<file path="config.mk">
export PLATFORM = sky130hd
export DESIGN_NAME = alu_mode_ctrl
export DESIGN_NICKNAME = d
export VERILOG_FILES = /design/src/rtl/alu_mode_ctrl.sv
export SDC_FILE = /design/constraint.sdc
export NUM_CORES = 1
export LEC_CHECK = 0
export ABC_AREA = 1
export ABC_CLOCK_PERIOD_IN_PS = 3700
export CORE_ASPECT_RATIO = 0.75
export CORE_MARGIN = 4
export CORE_UTILIZATION = 30
export CTS_CLUSTER_SIZE = 28
export DETAILED_ROUTE_END_ITERATION = 10
export DONT_BUFFER_PORTS = 1
export MAX_ROUTING_LAYER = met4
export PLACE_DENSITY = 0.48
export SYNTH_ARGS = -nofsm -noshare
export SYNTH_HDL_FRONTEND = slang
export SYNTH_SLANG_ARGS = --single-unit
</file>
<file path="constraint.sdc">
create_clock -name ADC_CLK_10 -period 3.7 [get_ports ADC_CLK_10]
set_clock_uncertainty 0.15 [all_clocks]
set_input_delay 0.74 -clock ADC_CLK_10 [delete_from_list [all_inputs] [get_ports ADC_CLK_10]]
set_output_delay 0.74 -clock ADC_CLK_10 [all_outputs]
set_load 0.02 [all_outputs]
</file>
<file path="src/rtl/alu_mode_ctrl.sv">
// alu_mode_ctrl: board-level mode/operation selector with synchronised inputs,
// debounced mode-advance button, registered ALU result and timed LED patterns.
// Ports:
//   ADC_CLK_10   - system clock (rising edge)
//   RST_N        - asynchronous active-low reset
//   key_adv_n    - raw active-low mode-advance button (asynchronous)
//   op_a, op_b   - W-bit operands (asynchronous switches)
//   sub_sel      - 2-bit sub-operation select (asynchronous switches)
//   mode         - current mode: 0 COMPARE, 1 LOGIC, 2 ARITH, 3 PATTERN
//   result       - registered 2W-bit result, zero-extended
//   result_valid - result reflects current mode and inputs
//   led          - registered LED drive
//   mode_changed - one-cycle pulse aligned with each new mode value
// Optional feature macro: AUTO_CYCLE_EN (periodic auto-advance timer, AUTO_PERIOD).
module alu_mode_ctrl #(
  parameter int unsigned W               = 4,
  parameter int unsigned LED_W           = 10,
  parameter int unsigned DEBOUNCE_CYCLES = 100000,
  parameter int unsigned PATTERN_DIV     = 1000000
`ifdef AUTO_CYCLE_EN
  , parameter int unsigned AUTO_PERIOD   = 50000000
`endif
) (
  input  logic             ADC_CLK_10,
  input  logic             RST_N,
  input  logic             key_adv_n,
  input  logic [W-1:0]     op_a,
  input  logic [W-1:0]     op_b,
  input  logic [1:0]       sub_sel,
  output logic [1:0]       mode,
  output logic [2*W-1:0]   result,
  output logic             result_valid,
  output logic [LED_W-1:0] led,
  output logic             mode_changed
);

  localparam int unsigned RW   = 2 * W;
  localparam int unsigned DB_W = (DEBOUNCE_CYCLES > 1) ? $clog2(DEBOUNCE_CYCLES) : 1;
  localparam int unsigned PD_W = (PATTERN_DIV > 1) ? $clog2(PATTERN_DIV) : 1;
  localparam logic [DB_W-1:0] DB_LAST = DB_W'(DEBOUNCE_CYCLES - 1);
  localparam logic [PD_W-1:0] PD_LAST = PD_W'(PATTERN_DIV - 1);

  localparam logic [1:0] MODE_COMPARE = 2'd0;
  localparam logic [1:0] MODE_LOGIC   = 2'd1;
  localparam logic [1:0] MODE_ARITH   = 2'd2;
  localparam logic [1:0] MODE_PATTERN = 2'd3;

  logic [1:0]       key_sync_q;
  logic             key_db_q, key_db_d;
  logic [DB_W-1:0]  db_cnt_q, db_cnt_d;
  logic [W-1:0]     a_q, b_q;
  logic [1:0]       sel_q;
  logic [1:0]       mode_q, mode_d;
  logic             mode_chg_q;
  logic [RW-1:0]    result_q, result_d;
  logic [LED_W-1:0] led_q, led_d;
  logic [1:0]       settle_q, settle_d;
  logic             valid_q, valid_d;
  logic [PD_W-1:0]  pre_q, pre_d;
  logic             dir_up_q, dir_up_d;

  logic             press_c, adv_c, step_c, led_onehot_c;
  logic [RW-1:0]    res_c;
  logic [W:0]       sum_c, diff_c, shl_c;
  logic [W-1:0]     not_a_c, max_c;
  logic [RW-1:0]    prod_c;

  // Debounce: accept a new level after DEBOUNCE_CYCLES consecutive differing samples.
  always_comb begin
    key_db_d = key_db_q;
    db_cnt_d = '0;
    press_c  = 1'b0;
    if (key_sync_q[1] != key_db_q) begin
      if (db_cnt_q == DB_LAST) begin
        key_db_d = key_sync_q[1];
        press_c  = ~key_sync_q[1];
      end else begin
        db_cnt_d = db_cnt_q + DB_W'(1);
      end
    end
  end

`ifdef AUTO_CYCLE_EN
  localparam int unsigned AP_W = (AUTO_PERIOD > 1) ? $clog2(AUTO_PERIOD) : 1;
  localparam logic [AP_W-1:0] AP_LAST = AP_W'(AUTO_PERIOD - 1);

  logic [AP_W-1:0] auto_q, auto_d;
  logic            auto_c;

  // Free-running advance timer; a real press restarts it.
  always_comb begin
    auto_c = (auto_q == AP_LAST);
    auto_d = auto_q + AP_W'(1);
    if (press_c || auto_c) auto_d = '0;
  end

  always_ff @(posedge ADC_CLK_10 or negedge RST_N) begin
    if (!RST_N) auto_q <= '0;
    else        auto_q <= auto_d;
  end

  assign adv_c = press_c | auto_c;
`else
  assign adv_c = press_c;
`endif

  // Operation datapath on the registered inputs.
  assign sum_c   = {1'b0, a_q} + {1'b0, b_q};
  assign diff_c  = {1'b0, a_q} - {1'b0, b_q};
  assign shl_c   = {a_q, 1'b0};
  assign prod_c  = RW'(a_q) * RW'(b_q);
  assign not_a_c = ~a_q;
  assign max_c   = (a_q > b_q) ? a_q : b_q;

  always_comb begin
    res_c = '0;
    case (mode_q)
      MODE_COMPARE: begin
        case (sel_q)
          2'd0:    res_c = RW'(a_q == b_q);
          2'd1:    res_c = RW'(a_q > b_q);
          2'd2:    res_c = RW'(a_q < b_q);
          default: res_c = RW'(max_c);
        endcase
      end
      MODE_LOGIC: begin
        case (sel_q)
          2'd0:    res_c = RW'(a_q & b_q);
          2'd1:    res_c = RW'(a_q | b_q);
          2'd2:    res_c = RW'(a_q ^ b_q);
          default: res_c = RW'(not_a_c);
        endcase
      end
      MODE_ARITH: begin
        case (sel_q)
          2'd0:    res_c = RW'(sum_c);
          2'd1:    res_c = RW'(diff_c);
          2'd2:    res_c = prod_c;
          default: res_c = RW'(shl_c);
        endcase
      end
      default: res_c = '0;
    endcase
  end

  assign led_onehot_c = (led_q != '0) && ((led_q & (led_q - LED_W'(1))) == '0);
  assign step_c       = (pre_q == PD_LAST);

  // Mode, result, valid tracking and LED pattern engine; an advance overrides a pattern step.
  always_comb begin
    mode_d   = mode_q;
    result_d = res_c;
    led_d    = led_q;
    pre_d    = pre_q;
    dir_up_d = dir_up_q;
    // settle counts 1,2 after a change; valid once it has sat at 2 for a cycle.
    settle_d = (settle_q == 2'd2) ? settle_q : settle_q + 2'd1;
    valid_d  = (settle_q == 2'd2);
    if (adv_c) begin
      mode_d   = mode_q + 2'd1;
      settle_d = 2'd1;
      valid_d  = 1'b0;
      pre_d    = '0;
      dir_up_d = 1'b1;
      led_d    = (mode_q == MODE_ARITH) ? LED_W'(1) : '0;
    end else if (mode_q == MODE_PATTERN) begin
      pre_d = step_c ? '0 : pre_q + PD_W'(1);
      if ((sel_q == 2'd0 || sel_q == 2'd1) && !led_onehot_c) begin
        led_d = LED_W'(1);
      end else if (step_c) begin
        case (sel_q)
          2'd0: begin
            if (dir_up_q) begin
              if (led_q[LED_W-1]) begin
                led_d    = led_q >> 1;
                dir_up_d = 1'b0;
              end else begin
                led_d = led_q << 1;
              end
            end else begin
              if (led_q[0]) begin
                led_d    = led_q << 1;
                dir_up_d = 1'b1;
              end else begin
                led_d = led_q >> 1;
              end
            end
          end
          2'd1:    led_d = {led_q[LED_W-2:0], led_q[LED_W-1]};
          2'd2:    led_d = led_q + LED_W'(1);
          default: led_d = led_q;
        endcase
      end
    end else if (mode_q == MODE_ARITH) begin
      led_d    = '0;
      led_d[0] = res_c[W];
      led_d[1] = (res_c == '0);
    end else begin
      led_d = '0;
    end
  end

  // State registers; synchroniser and debounced level reset to the released state.
  always_ff @(posedge ADC_CLK_10 or negedge RST_N) begin
    if (!RST_N) begin
      key_sync_q <= 2'b11;
      key_db_q   <= 1'b1;
      db_cnt_q   <= '0;
      a_q        <= '0;
      b_q        <= '0;
      sel_q      <= '0;
      mode_q     <= MODE_COMPARE;
      mode_chg_q <= 1'b0;
      result_q   <= '0;
      led_q      <= '0;
      settle_q   <= '0;
      valid_q    <= 1'b0;
      pre_q      <= '0;
      dir_up_q   <= 1'b1;
    end else begin
      key_sync_q <= {key_sync_q[0], key_adv_n};
      key_db_q   <= key_db_d;
      db_cnt_q   <= db_cnt_d;
      a_q        <= op_a;
      b_q        <= op_b;
      sel_q      <= sub_sel;
      mode_q     <= mode_d;
      mode_chg_q <= adv_c;
      result_q   <= result_d;
      led_q      <= led_d;
      settle_q   <= settle_d;
      valid_q    <= valid_d;
      pre_q      <= pre_d;
      dir_up_q   <= dir_up_d;
    end
  end

  assign mode         = mode_q;
  assign result       = result_q;
  assign result_valid = valid_q;
  assign led          = led_q;
  assign mode_changed = mode_chg_q;

endmodule

</file>
==> flow_metrics.tcl, run 1 <==
set metrics [dict create \
    outcome "finished clean" \
    grt_max_degree 72 \
    fin_tns_setup_ns 0 \
    die_h_um 124.8 \
    pwr-share-comb 0.107 \
    finalWirelength_mm 14.95 \
    cts_tree "yes" \
    p_int_mw 1.648 \
    cp-start-kind "flop" \
    p_leak_nw 2.916 \
    hpwl_mm 10.86 \
    io_buffers 0 \
    synth_compound_gate_area_share 0.1192 \
    via_per_inst 4.840 \
    p_sw_frac 0.2550 \
    synth_area_um2 5458 \
    max-cap-violations 0 \
    avgSynthCellArea_um2 7.248 \
    cts_made_buffers 9 \
    grt_antenna_before_repair 0 \
    cts_max_level 3 \
    pre_cts_ws_ns 0.1662 \
    final-seq-area_um2 1882 \
    fin_crit_ns 3.334 \
    grt_usage 0.1577 \
    clock-sinks 75 \
    initial_utilization 0.3073 \
    grt_pass1_wl_mm 25.46 \
    met1_usage 0.2443 \
    reg2reg_to "led[1]$_DFFE_PN0P_" \
    hp-class "in -> async" \
    firstDrtPassIters 5 \
    r2r-start "a_q[1]$_DFF_PN0_" \
    yosysSeqAreaShare 0.3448 \
    layout_commonest_cell "nand2_1" \
    syn-num-nets 810 \
    avgRoutedWirePerCell_um 14.89 \
    syn_inst 753 \
    slew_viol_final 0 \
    clockPowerShare 0.509 \
    cp.arrival_ns 3.46 \
    crit_fanout 3 \
    rsz0062_at_grt "false" \
    multiInputGateArea_um2 3034 \
    worst-path-buf-inv 3 \
    gp_congestion 0.8407 \
    fin_crit_sh 0.9012 \
    grtUsageMet3 0.02679 \
    worstMarginPinSlew_ns 0.7900 \
    critPathKind "reg -> reg" \
    ant_nets 0 \
    synth.distinct_cells 47 \
    muxShareOfSynthArea 0 \
    worst_path_most_repeated_cell "nand2_1" \
    drive_above_1_share 0.07612 \
    drc 0 \
    detail_route.iter0.violations 387 \
    synthFlopType "dfrtp_1" \
    final_net_count 814 \
    vias 4859 \
    synth_top_family_by_area "simple AND/OR/NAND/NOR gates" \
    num-fill-cells 1949 \
    rr_worst_depth 19 \
    worst_ep_required_time_ns 3.83 \
    final_cell_mix "nand2_1 (160), inv_1 (115), nor2_1 (79)" \
    ios 35 \
    use_met2 0.2125 \
    clock.fmax_mhz 299.9 \
    timing.reg2reg.setup_slack_ns 0.37 \
    crit_slowest_cell "fa_1" \
    whs_ns 0.08727 \
    num_rows 42 \
    cts-root-buf "clkbuf_16" \
    chipWidth_um 163.7 \
    report.final.hold_viol_count 0 \
    die_area_um2 20440 \
    gr-max-usage-layer "met1" \
    power_frac_seq 0.384 \
    ys.warnings.count 0 \
    p_sw_uw 564.1 \
    crit_family "adder cells" \
    area_growth_pct 12.47 \
    grt_pass1_vias 4702 \
    async_flop_share 1.000 \
    clk_pin_slew_ns 0.07 \
    slowest_delay_ns 0.54 \
    synth_edf_count 0 \
    diodes 0 \
    synth_fa_ha_area_frac 0.1091 \
    ys_ff_latch 75 \
    synth_simple_gate_area_share 0.3109 \
    slew_headroom 0.4733 \
    crit_chain "nand2_1 > fa_1 > inv_1 > fa_1 > inv_1 > fa_1 > inv_1 > nand3_1 > a21oi_1 > nor2_1 > nor2_1 > nand2_1 > nor2_1 > nand3_1 > nor2_1 > nand2_1 > nand2_1 > nand2_1 > nand2_1" \
    dpl_cell_area_um2 5725 \
    grt-ovfl-total 0 \
    core_area_um2 17760 \
    powerDensity_nw_per_um2 360.4 \
    setup-violations-final 0 \
    cts_max_path_buffers 2 \
    layout_setup_ws_ns 0.3657 \
    clk_latency_ns 0.34 \
    peakVddDrop_mv 0.2393 \
    synth_xor_area_frac 0.01605 \
    crit_path_end_kind "flop" \
    design_area_um2 6138 \
]
[power by group through the flow]
stage | Clock (mW) | Sequential (mW) | Combinational, mW
after floorplan | 0 | 0.864 | 0.157
after global placement | 0 | 0.866 | 0.216
after detailed placement | 0 | 0.865 | 0.213
after CTS | 1.16 | 0.850 | 0.235
after global routing | 1.19 | 0.851 | 0.275
final | 1.13 | 0.849 | 0.237
[cells in the mapped netlist, drive strengths merged (4+ instances only)]
library cell  number  area (um2)
nor4              10       90.08
nand4             21       152.6
clkbuf             6       22.52
ha                38       475.5
buf               10       65.06
nand3             60       315.3
dfrtp             71        1777
nor3              18       100.1
dfstp              4       105.1
fa                 6       120.1
inv              121       454.2
xor2               7       61.31
nor2              85       344.1
nand2            164       630.6
o21ai             45       225.2
a21oi             52       260.3
[final cells by class]
| class | count | area share |
|---|---|---|
| clock buffer | 9 | 0.03669 |
| clock inverter | 7 | 0.02426 |
| inverter | 122 | 0.07460 |
| multi-input combinational | 540 | 0.4943 |
| sequential | 75 | 0.3066 |
| tap | 242 | 0.04933 |
| timing repair buffer | 9 | 0.01427 |
[flip-flops by register name (all words and copies together), names as in the netlist]
| register | cells |
|---|---|
| db_cnt_q | 17 |
| led | 10 |
| a_q | 4 |
| sel_q | 2 |
| result_valid | 1 |
| pre_q | 20 |
| settle_q | 2 |
| mode | 2 |
| result | 8 |
| dir_up_q | 1 |
| b_q | 4 |
| key_db_q | 1 |
| key_sync_q | 2 |
| mode_changed | 1 |
[how the worst max path moves through the flow]
stage | startpoint | end | slack (ns) | depth (start not counted)
final | a_q[1]$_DFF_PN0_ | led[1]$_DFFE_PN0P_ | 0.37 | 19
after global routing | a_q[1]$_DFF_PN0_ | led[1]$_DFFE_PN0P_ | 0.05 | 19
after CTS | b_q[2]$_DFF_PN0_ | led[1]$_DFFE_PN0P_ | 0.14 | 19
after detailed placement | b_q[2]$_DFF_PN0_ | led[1]$_DFFE_PN0P_ | 0.17 | 19
after global placement | b_q[2]$_DFF_PN0_ | led[1]$_DFFE_PN0P_ | 0.25 | 19
after floorplan | a_q[1]$_DFF_PN0_ | led[1]$_DFFE_PN0P_ | 0.34 | 19
[metrics by stage]
step,std cells,power [mW],utilization
final,1004,2.212,0.3456
after global routing,1004,2.318,0.3456
after CTS,1003,2.247,0.3450
after detailed placement,986,1.078,0.3223
after global placement,986,1.081,0.3223
after floorplan,753,1.022,-
[cells by family after synthesis]
group | after synthesis
adder cells (fa/ha/maj) | 44
flip-flops | 75
buffers and inverters | 138
AO/OA/AOI/OAI | 119
AND/OR/NAND/NOR | 367
XOR/XNOR | 10
[timing repair]
action                                  4_1_cts  5_1_grt
hold buffers                                  1        0
endpoints found under the setup margin        0        1
endpoints found under the hold margin        71        0
buffers inserted                              0        1
resized for setup                             0        2
[metal layers]
| metal | share of wire | up-vias |
|---|---|---|
| met5 | 0 | - |
| met4 | 0.0075 | 0 |
| met3 | 0.043 | 10 |
| met2 | 0.41 | 98 |
| met1 | 0.54 | 2281 |
| li1 | - | 2470 |
No activity file was read; power rests on OpenSTA's default activity.
==> run 2: changes to the inputs <==
==> constraint.sdc (replaced) <==
create_clock -name ADC_CLK_10 -period 3.7 [get_ports ADC_CLK_10]
set_clock_uncertainty 0.15 [all_clocks]
set_input_delay 0.74 -clock ADC_CLK_10 [delete_from_list [all_inputs] [get_ports ADC_CLK_10]]
set_output_delay 0.74 -clock ADC_CLK_10 [all_outputs]
set_load 0.005 [all_outputs]
==> run 2 against run 1 <==
- register-to-register slack got worse by 0.03 ns
- clock-buffer cell count is the same
- largest cell class unchanged
- worst hold slack got worse by 0.014 ns
- maximum frequency down 0.80%
- global-route usage decreased by 0.29 points
- critical path type unchanged
- combinational power barely moved
- core utilization fell by 0.43 points
- sequential power down 0.5%
- first-iteration DRC count is 33% lower
- largest power group unchanged
- die area unchanged
- wire length decreased by 2.7%
==> flow_metrics.tcl, run 2 (synthesis results as in run 1) <==
set metrics [dict create \
    p_leak_nw 2.882 \
    final_cell_mix "nand2_1 (160), inv_1 (115), nor2_1 (79)" \
    core_area_um2 17760 \
    peakVddDrop_mv 0.1983 \
    io_buffers 0 \
    hpwl_mm 10.73 \
    grt_usage 0.1548 \
    worst_path_most_repeated_cell "nand2_1" \
    avgRoutedWirePerCell_um 14.49 \
    critPathKind "reg -> reg" \
    cp.arrival_ns 3.50 \
    chipWidth_um 163.7 \
    wl_met3_um 628 \
    cts_made_buffers 9 \
    ant_nets 0 \
    detail_route.iter0.violations 261 \
    initial_utilization 0.3073 \
    drive_above_1_share 0.07480 \
    grt_max_degree 72 \
    fin_tns_setup_ns 0 \
    crit_path_end_kind "flop" \
    slew_viol_final 0 \
    outcome "finished clean" \
    crit_fanout 4 \
    die_h_um 124.8 \
    cts_max_level 3 \
    final_net_count 814 \
    regMostFlops "pre_q" \
    cts_tree "yes" \
    clock-sinks 75 \
    cts-root-buf "clkbuf_16" \
    finalWirelength_mm 14.54 \
    wl_met2_mm 5.874 \
    top_layer "met4" \
    grt-ovfl-total 0 \
    largest_reg_flops 20 \
    max-cap-violations 0 \
    num_rows 42 \
    drc 0 \
    die_area_um2 20440 \
    grt_pass1_vias 4680 \
    grt_antenna_before_repair 0 \
    worst_ep_required_time_ns 3.84 \
    clock.fmax_mhz 297.5 \
    clk_pin_slew_ns 0.07 \
    setup-violations-final 0 \
    design_area_um2 6062 \
    powerDensity_nw_per_um2 327.7 \
    dpl_cell_area_um2 5718 \
    cp-start-kind "flop" \
    crit_chain "nand2_1 > fa_1 > inv_1 > fa_1 > inv_1 > fa_1 > inv_1 > nand2_1 > nand3_1 > nand3b_1 > o21ai_1 > nand2_1 > nor2_1 > nand3_1 > nor2_1 > nand2_1 > nand2_1 > nand2_1 > nand2_1" \
    layout_commonest_cell "nand2_1" \
    slowest_delay_ns 0.53 \
    diodes 0 \
    crit_slowest_cell "fa_1" \
    rsz0062_at_grt "false" \
    via_per_inst 4.748 \
    ios 35 \
    wl_met1_mm 7.841 \
    firstDrtPassIters 5 \
    vias 4767 \
    grt_pass1_wl_mm 24.96 \
    clk_latency_ns 0.35 \
    area_growth_pct 11.07 \
    hp-class "in -> async" \
    fin_crit_ns 3.361 \
    worstMarginPinSlew_ns 0.7430 \
    slew_headroom 0.5047 \
    fin_crit_sh 0.9084 \
    report.final.hold_viol_count 0 \
    cts_max_path_buffers 2 \
    gp_congestion 0.8355 \
]
[run 2: power by group]
part           internal [mW]  leakage (nW)  switching, mW
combinational         0.0803          1.74          0.154
clock                  0.481         0.149          0.427
sequential             0.833         0.995         0.0113
total                   1.39          2.88          0.592
[run 2: through the flow]
step	power [mW]	std cells	setup slack, ns	hold slack [ns]	util
floorplan	1.017	753	0.3406	0.1952	-
global placement	1.077	985	0.2526	0.1974	0.3219
detailed placement	1.074	985	0.1528	0.1978	0.3219
CTS	2.028	1002	0.1102	0.05368	0.3404
global route	2.105	1004	0.06064	0.04638	0.3413
finish	1.987	1004	0.3389	0.07279	0.3413
[run 2: final cells by class]
cell class	count	area [um2]
clock buffer	9	225.2
clock inverter	7	76.32
fill	1952	11700
inverter	122	457.9
multi-input combinational	540	3030
sequential	75	1882
tap	242	302.8
timing repair buffer	9	87.58
[run 2: repair_timing]
action	4_1_cts	5_1_grt
hold buffers	1	0
gates resized for setup	0	1
setup endpoints to repair	0	1
setup buffers	0	2
endpoints found under the hold margin	71	0
[run 2: critical path, delay by kind of cell, from the launching register on]
kind | cells | cell delay (ns)
fa+ha+maj | 3 | 1.48
simple gates | 12 | 0.86
flops | 1 | 0.38
compound gates | 1 | 0.21
buf+inv | 3 | 0.20
[run 2: layer usage]
metal,vias to the layer above,global-route usage
met5,-,-
met4,0,0.03649
met3,14,0.03275
met2,100,0.2055
met1,2180,0.2370
li1,2473,-
[run 2: path summary, 6_finish.rpt]
| path | start | end | slack, ns | cells past startpoint |
|---|---|---|---|---|
| min | RST_N | key_sync_q[1]$_DFF_PN1_ | 0.07 | 0 |
| min in group ADC_CLK_10 | key_sync_q[0]$_DFF_PN1_ | key_sync_q[1]$_DFF_PN1_ | 0.21 | 0 |
| max reg2reg | b_q[2]$_DFF_PN0_ | led[1]$_DFFE_PN0P_ | 0.34 | 19 |
| max in group asynchronous | RST_N | b_q[0]$_DFF_PN0_ | 2.97 | 1 |
| max | b_q[2]$_DFF_PN0_ | led[1]$_DFFE_PN0P_ | 0.34 | 19 |
| min reg2reg | key_sync_q[0]$_DFF_PN1_ | key_sync_q[1]$_DFF_PN1_ | 0.21 | 0 |
==> run 3: changes to the inputs <==
--- a/config.mk
+++ b/config.mk
@@ -10,6 +10,7 @@
 export CORE_ASPECT_RATIO = 0.75
 export CORE_MARGIN = 4
 export CORE_UTILIZATION = 30
+export CTS_BUF_LIST = sky130_fd_sc_hd__clkbuf_2
 export CTS_CLUSTER_SIZE = 28
 export DETAILED_ROUTE_END_ITERATION = 10
 export DONT_BUFFER_PORTS = 1
==> run 3 against run 2 <==
- global-route usage shrank 0.057 points
- maximum frequency is 1.9% lower
- die area did not move
- clock power decreased by 45%
- non-clock buffer count rose by 12
- setup slack worse by 0.065 ns
- critical path type unchanged
- critical endpoint unchanged
- highest routed layer unchanged
==> flow_metrics.tcl, run 3 (synthesis results as in run 1) <==
set metrics [dict create \
    hp-class "reg -> reg" \
    grt_max_degree 76 \
    clk_latency_ns 0.62 \
    area_growth_pct 10.02 \
    final_net_count 826 \
    outcome "finished clean" \
    die_h_um 124.8 \
    cts_max_path_buffers 2 \
    grt-ovfl-total 0 \
    crit_fanout 4 \
    cts-root-buf "clkbuf_2" \
    crit_chain "nand2_1 > fa_1 > inv_1 > fa_1 > inv_1 > fa_1 > inv_1 > nand2_1 > nand3_1 > nand3b_1 > o21ai_1 > nand2_1 > nor2_1 > nand3_1 > nor2_1 > nand2_1 > nand2_1 > nand2_1 > nand2_1" \
    gp_congestion 0.8355 \
    powerDensity_nw_per_um2 266.1 \
    cts_made_buffers 9 \
    final_cell_mix "nand2_1 (160), inv_1 (115), nor2_1 (79)" \
    detail_route.iter0.violations 308 \
    worst_ep_required_time_ns 4.13 \
    cp.arrival_ns 3.86 \
    io_buffers 0 \
    worst_path_most_repeated_cell "nand2_1" \
    final_util 0.3381 \
    fin_crit_sh 0.9260 \
    layout_commonest_cell "nand2_1" \
    drive_above_1_share 0.07364 \
    max-cap-violations 0 \
    finalWirelength_mm 14.48 \
    hpwl_mm 10.73 \
    peakVddDrop_mv 0.1749 \
    cp-start-kind "flop" \
    grt_antenna_before_repair 1 \
    cts_tree "yes" \
    initial_utilization 0.3073 \
    chipWidth_um 163.7 \
    worstMarginPinSlew_ns 0.7492 \
    setup-violations-final 0 \
    ant_nets 0 \
    firstDrtPassIters 7 \
    die_area_um2 20440 \
    design_area_um2 6005 \
    via_per_inst 4.751 \
    cts_max_level 3 \
    layoutNonFillerInstCount 1017 \
    dpl_cell_area_um2 5718 \
    clk_pin_slew_ns 0.28 \
    num_rows 42 \
    core_area_um2 17760 \
    grt_pass1_wl_mm 24.87 \
    critPathKind "reg -> reg" \
    avgRoutedWirePerCell_um 14.24 \
    clock-sinks 75 \
    worst-path-buf-inv 3 \
    grt_pass1_vias 4704 \
    slew_headroom 0.5006 \
    ios 35 \
    report.final.hold_viol_count 0 \
    drc 0 \
    crit_family "adder cells" \
    grt_usage 0.1543 \
    crit_path_end_kind "flop" \
    slew_viol_final 0 \
    slowest_delay_ns 0.59 \
    fin_crit_ns 3.426 \
    largest_reg_flops 20 \
    regMostFlops "pre_q" \
    dp.cells 985 \
    vias 4832 \
    crit_slowest_cell "fa_1" \
    p_leak_nw 2.859 \
    clock.fmax_mhz 291.9 \
]
[run 3: cell types whose count changed in the layout (fill, tap and decap cells not counted)]
cell	delta
diode_2	+1
clkbuf_16	-9
dlygate4sd3_1	+12
clkbuf_2	+9
[run 3: final timing paths]
check	end	depth (start not counted)	slack [ns]	startpoint
setup / recovery	led[1]$_DFFE_PN0P_	19	0.27	b_q[2]$_DFF_PN0_
min in group asynchronous	settle_q[1]$_DFFE_PN0N_	2	0.44	RST_N
setup reg to reg	led[1]$_DFFE_PN0P_	19	0.27	b_q[2]$_DFF_PN0_
max in group asynchronous	dir_up_q$_DFFE_PN1P_	2	2.56	RST_N
hold / removal	key_sync_q[1]$_DFF_PN1_	0	0.23	key_sync_q[0]$_DFF_PN1_
hold reg to reg	key_sync_q[1]$_DFF_PN1_	0	0.23	key_sync_q[0]$_DFF_PN1_
[run 3: area by class of cell]
class                      instances  area (um2)
multi-input combinational        540        3030
tap                              242       302.8
fill                            1980       11760
clock buffer                       9       45.04
clock inverter                     7       76.32
antenna                            1       2.502
timing repair buffer              21       207.7
sequential                        75        1882
inverter                         122       457.9
[run 3: routing by layer]
metal,GRT usage,share of wire,vias up
li1,-,-,2497
met3,0.03804,0.044,14
met2,0.2045,0.40,90
met4,0.03353,0.012,0
met1,0.2341,0.54,2231
met5,-,0,-
[run 3: worst reg2reg max path: stages (launching register included)]
cell and delay (ns):
dfrtp_1 0.44, nand2_1 0.09, fa_1 0.51, inv_1 0.06, fa_1 0.59, inv_1 0.08, fa_1 0.44, inv_1 0.08
nand2_1 0.05, nand3_1 0.06, nand3b_1 0.09, o21ai_1 0.21, nand2_1 0.08, nor2_1 0.11, nand3_1 0.09, nor2_1 0.10
nand2_1 0.05, nand2_1 0.05, nand2_1 0.04, nand2_1 0.05
[run 3: stage by stage]
step                      total power, mW   TNS (ns)  setup slack, ns  hold slack, ns
after floorplan                     1.017          0           0.3406          0.1952
after global placement              1.077          0           0.2526          0.1974
after detailed placement            1.074          0           0.1528          0.1978
after CTS                           1.640          0          0.09719          0.2269
after global routing                1.721  -0.002701        -0.002701          0.2360
final                               1.598          0           0.2738          0.2278
[run 3: what timing repair did]
action,in CTS,in global routing
endpoints found under the setup margin,0,1
buffers inserted,0,2
resized for setup,0,1
hold buffers,13,0
endpoints found under the hold margin,86,0
[run 3: power by group]
part	internal, mW	switching [mW]
Sequential	0.836	0.0116
Clock	0.116	0.386
Combinational	0.0888	0.159
Total	1.04	0.556
